[config.mk]
export PLATFORM = sky130hd
export DESIGN_NAME = bin_to_bcd_serial
export DESIGN_NICKNAME = d
export VERILOG_FILES = /design/src/rtl/display_pkg.sv /design/src/rtl/bcd_digit_adjust.sv /design/src/rtl/bin_to_bcd_serial.sv
export SDC_FILE = /design/constraint.sdc
export NUM_CORES = 1
export LEC_CHECK = 0
export ABC_CLOCK_PERIOD_IN_PS = 2050
export BUFFER_PORTS_ARGS = -buffer_cell sky130_fd_sc_hd__buf_2
export CAP_MARGIN = 20
export CORE_MARGIN = 2
export CORE_UTILIZATION = 50
export DETAILED_ROUTE_END_ITERATION = 8
export GPL_TIMING_DRIVEN = 0
export PLACE_DENSITY = 0.71
export SKIP_LAST_GASP = 1
export SLEW_MARGIN = 20
export SYNTH_ARGS = -nofsm -noshare
export SYNTH_HDL_FRONTEND = slang
export SYNTH_SLANG_ARGS = --single-unit
export TNS_END_PERCENT = 100
[constraint.sdc]
create_clock -name clk_i -period 2.05 [get_ports clk_i]
set_input_delay 0.205 -clock clk_i [delete_from_list [all_inputs] [get_ports clk_i]]
set_output_delay 0.205 -clock clk_i [all_outputs]
set_load 0.1 [all_outputs]
[src/rtl/display_pkg.sv]
// Shared types and constants for the occupancy display path.
package display_pkg;

    typedef enum logic [1:0] {
        IDLE  = 2'd0,
        SHIFT = 2'd1,
        DONE  = 2'd2
    } state_t;

    localparam logic [3:0] BCD_NINE = 4'h9;

    // Largest value representable with the given number of decimal digits.
    function automatic longint unsigned max_decimal(input int unsigned digits);
        longint unsigned p;
        p = 64'd1;
        for (int unsigned i = 0; i < digits; i++) begin
            p = p * 64'd10;
        end
        return p - 64'd1;
    endfunction

endpackage

[src/rtl/bcd_digit_adjust.sv]
// Double-dabble digit correction: add 3 to any BCD digit of 5 or more.
module bcd_digit_adjust (
    input  logic [3:0] i_digit,
    output logic [3:0] o_digit
);

    assign o_digit = (i_digit >= 4'd5) ? (i_digit + 4'd3) : i_digit;

endmodule

[src/rtl/bin_to_bcd_serial.sv]
// Serial shift-and-add-3 binary-to-BCD converter with start/done handshake
// and saturation to all nines when the input exceeds the display range.
module bin_to_bcd_serial
    import display_pkg::*;
#(
    parameter int unsigned BIN_W  = 16,
    parameter int unsigned DIGITS = 4
) (
    input  logic                  clk_i,
    input  logic                  rst_ni,
    input  logic                  start_i,
    input  logic [BIN_W-1:0]      binary_i,
    output logic                  ready_o,
    output logic                  done_o,
    output logic [4*DIGITS-1:0]   bcd_o,
    output logic                  overflow_o
);

    localparam int unsigned     BCD_W    = 4 * DIGITS;
    localparam longint unsigned MAX_DEC  = max_decimal(DIGITS);
    localparam bit              CAN_OVF  = (BIN_W >= 64) ? 1'b1
                                         : (((64'd1 << BIN_W) - 64'd1) > MAX_DEC);
    localparam int unsigned     CNT_W    = (BIN_W > 1) ? $clog2(BIN_W) : 1;
    localparam logic [CNT_W-1:0] CNT_LOAD = CNT_W'(BIN_W - 1);

    state_t             r_state;
    logic [BIN_W-1:0]   r_shift;
    logic [BCD_W-1:0]   r_work;
    logic [BCD_W-1:0]   r_bcd;
    logic [CNT_W-1:0]   r_cnt;
    logic               r_ovf_pend;
    logic               r_ready;
    logic               r_done;
    logic               r_overflow;

    logic [BCD_W-1:0]   w_adj;
    logic [BCD_W-1:0]   w_work_next;
    logic [BIN_W-1:0]   w_shift_next;
    logic               w_drop;
    logic               w_ovf_in;

    for (genvar g = 0; g < DIGITS; g++) begin : g_adj
        bcd_digit_adjust u_adj (
            .i_digit (r_work[4*g +: 4]),
            .o_digit (w_adj[4*g +: 4])
        );
    end

    assign {w_drop, w_work_next, w_shift_next} = {w_adj, r_shift, 1'b0};

    if (CAN_OVF) begin : g_ovf
        localparam logic [BIN_W-1:0] MAX_BIN = BIN_W'(MAX_DEC);
        assign w_ovf_in = (binary_i > MAX_BIN);
    end else begin : g_no_ovf
        assign w_ovf_in = 1'b0;
    end

    always_ff @(posedge clk_i or negedge rst_ni) begin
        if (!rst_ni) begin
            r_state    <= IDLE;
            r_shift    <= '0;
            r_work     <= '0;
            r_bcd      <= '0;
            r_cnt      <= '0;
            r_ovf_pend <= 1'b0;
            r_ready    <= 1'b1;
            r_done     <= 1'b0;
            r_overflow <= 1'b0;
        end else begin
            r_done <= 1'b0;
            case (r_state)
                IDLE: begin
                    if (start_i) begin
                        r_shift    <= binary_i;
                        r_work     <= '0;
                        r_cnt      <= CNT_LOAD;
                        r_ovf_pend <= w_ovf_in;
                        r_ready    <= 1'b0;
                        r_state    <= SHIFT;
                    end
                end
                SHIFT: begin
                    r_work     <= w_work_next;
                    r_shift    <= w_shift_next;
                    // A bit leaving the top digit implies overflow; folding it in
                    // keeps the pending flag consistent without changing results.
                    r_ovf_pend <= r_ovf_pend | w_drop;
                    if (r_cnt == '0) begin
                        r_state <= DONE;
                    end else begin
                        r_cnt <= r_cnt - 1'b1;
                    end
                end
                DONE: begin
                    r_bcd      <= r_ovf_pend ? {DIGITS{BCD_NINE}} : r_work;
                    r_overflow <= r_ovf_pend;
                    r_done     <= 1'b1;
                    r_ready    <= 1'b1;
                    r_state    <= IDLE;
                end
                default: begin
                    r_ready <= 1'b1;
                    r_state <= IDLE;
                end
            endcase
        end
    end

    assign ready_o    = r_ready;
    assign done_o     = r_done;
    assign bcd_o      = r_bcd;
    assign overflow_o = r_overflow;

endmodule

==> results_dict.tcl <==
set metrics [dict create \
    status "complete, no violations" \
    start_kind "flip-flop" \
    max-vdd-ir-drop_uv 871.9 \
    critical_path.cell_chain "inv_1, ha_1, nand2b_1, a21oi_1, mux2_2, o21ai_0" \
    nets 350 \
    wire_per_inst_um 14.14 \
    worstPathRequired_ns 2.29 \
    syn_area_per_cell_um2 10.27 \
    antenna_found_initial 0 \
    synth_ff_type "dfrtp_1" \
    cp_num_cells 6 \
    crit_start "r_work[0]" \
    synth_cell_types 38 \
    drv_slew 0 \
    synthCells 273 \
    crit_buf_inv 1 \
    synth_seq_cells 58 \
    first_iter_violations 141 \
    drive_gt1_frac 0.2538 \
    fmax_mhz 560.0 \
    clock_latency_ns 0.33 \
    cpLargestDelayFamily "compound AO/OA/AOI/OAI gates" \
    yosysWarnings 0 \
    die_y_um 78.87 \
    ant_nets 0 \
    area_growth_pct 16.34 \
    synth-seq-area-share 0.5183 \
    grt_pass1_vias 2099 \
    num_vias 2127 \
    cts_sinks 58 \
    drc 0 \
    viasPerCell 5.331 \
    placed_cell_area_um2 3080 \
    routabilityCongestion 0.8209 \
    io_pins 38 \
    cts_buffers 9 \
    start_util 0.5121 \
    final_common_cell "dfrtp_1" \
    die_area_um2 6220 \
    diodes 0 \
    power_w 0.005521 \
    setup_viol 0 \
    post_cts_buffers 0 \
    crit_fanout 4 \
    crit_arrival_ns 2.03 \
    reg2reg_depth 6 \
    worst-setup-path-type "reg2reg" \
    core_um2 5473 \
    cts_resized 0 \
    max_slew.worst_pin.slew_ns 0.7273 \
    rows 27 \
    fin_area_um2 3261 \
    synth_edf_count 0 \
    crit_path_end_kind "flip-flop" \
    fin_crit_ns 1.786 \
    critPathSlowestCell "dfrtp_1" \
    first_pass_iters 4 \
    rsz0062_at_grt "no" \
    dp.final_hpwl_mm 3.975 \
    synth_top_cell_by_area "dfrtp_1" \
    place.port_buffers 37 \
    r2r_slack_ns 0.26 \
    fillers 498 \
    timing.final.crit_share 0.8710 \
    synth_area_leaders "dfrtp_1 51%, nor2_1 5.6%, ha_1 4.0%" \
    grt_first_pass_wirelength_mm 9.756 \
    synth_nets 301 \
    hold_class "in2reg" \
    layout_common_cells "57 x dfrtp_1, 42 x buf_2, 42 x nor2_1" \
    die_x_um 78.87 \
    setup-tns-final_ns 0 \
    ctsHtreeMaxLevel 3 \
    grt_max_degree 59 \
    max_stage_delay_ns 0.42 \
    fin_worst_skew_ns 0.005967 \
    drv_cap 0 \
    r2r_end "r_work[2]" \
    cts_root_buffer "clkbuf_8" \
    final_hold_viol_count 0 \
    clkTransAtPathRegs_ns 0.06 \
    routed_wl_mm 5.643 \
    timing.rr.start "r_work[0]" \
    p_per_area_nw_per_um2 1693 \
    gr-total-overflow 0 \
    async_flop_share 1.000 \
    relSlewSlack 0.5151 \
    syn_area_um2 2803 \
    critPathCapture "r_work[2]" \
    tritoncts "built" \
    track_usage 0.2001 \
    yosysTopAreaCellShare 0.5089 \
    clock_path_buffers 2 \
    power.leakage_nw 1.529 \
]
-- worst min path at each step --
stage,start,to,slack [ns],cells after the start
5_1_grt,binary_i[0],r_shift[0],0.1,3
2_1_floorplan,rst_ni,bcd_o[0],-0.09,0
6_report,binary_i[0],r_shift[0],0.08,3
4_1_cts,binary_i[0],r_shift[0],0.07,3
3_5_place_dp,rst_ni,bcd_o[0],0.31,1
3_3_place_gp,binary_i[0],r_shift[0],0.41,3
-- tightest hold or removal path: cells and delay by family --
| kind | cells | cell delay (ns) |
|---|---|---|
| buffers and inverters | 1 | 0.08 |
| and+or+nand+nor | 2 | 0.08 |
-- flip-flops by register name (all words and copies together), names as in the netlist --
register,flops
r_ovf_pend,1
r_work,16
r_cnt,4
r_state,2
overflow_o,1
done_o,1
r_shift,16
ready_o,1
bcd_o,16
-- cells in the mapped netlist (4+ instances only) --
library cell	n
o21ai_2	5
nor2_1	42
o31ai_1	9
nand2_1	20
nand2b_1	11
a21oi_1	6
dfrtp_1	57
xnor2_1	4
ha_1	9
nand3_1	4
o21ai_0	21
a32o_1	4
buf_2	6
o22ai_1	15
clkbuf_1	7
nand3_2	9
inv_1	11
mux2_2	5
-- cells by family (layout without fill, tap and decap cells) --
family          count (synthesis)  after routing  synth area share
simple gates                   95             95            0.1732
fa+ha+maj                       9              9           0.04018
compound gates                 71             71            0.1728
flops                          58             58            0.5183
xor+xnor                        7              7           0.02188
buf+inv                        28             82           0.05357
mux                             5              5           0.02009
-- metal layers --
layer / global-route usage / share of wire / up-vias
li1: - / - / 1053
met1: 0.2743 / 0.48 / 997
met2: 0.3034 / 0.45 / 71
met3: 0.05341 / 0.065 / 6
met4: 0.08103 / 0.0078 / 0
met5: 0 / 0 / -
-- power breakdown --
part	internal [W]	total, W	switching [W]
Sequential	0.00160	0.00194	0.000336
Combinational	0.000916	0.00267	0.00175
Clock	0.000508	0.000915	0.000407
Total	0.00303	0.00552	0.00249
-- through the flow --
stage          hold slack [ns]  instances  setup WS (ns)  utilization
3_5_place_dp            0.3136        382         0.3034       0.5629
5_1_grt                0.09837        399         0.1246       0.5958
2_1_floorplan         -0.09059        273         0.4960            -
6_report               0.08299        399         0.2644       0.5958
3_3_place_gp            0.4120        382         0.3380       0.5624
4_1_cts                0.06645        399         0.2859       0.5958
-- area by class of cell --
class / count / area [um2] / area share
flip-flops and latches: 58 / 1453 / 0.4455
multi-input cells: 187 / 1200 / 0.3680
repair buffers: 38 / 197.7 / 0.06063
clock buffers: 16 / 170.2 / 0.05219
plain buffers: 17 / 108.9 / 0.03338
well taps: 72 / 90.09 / 0.02763
inverters: 11 / 41.29 / 0.01266
-- timing repair --
item,in CTS,in global routing
setup endpoints to repair,0,0
hold buffers,1,0
endpoints found under the hold margin,57,0
Power figures use the tool's default switching activity.
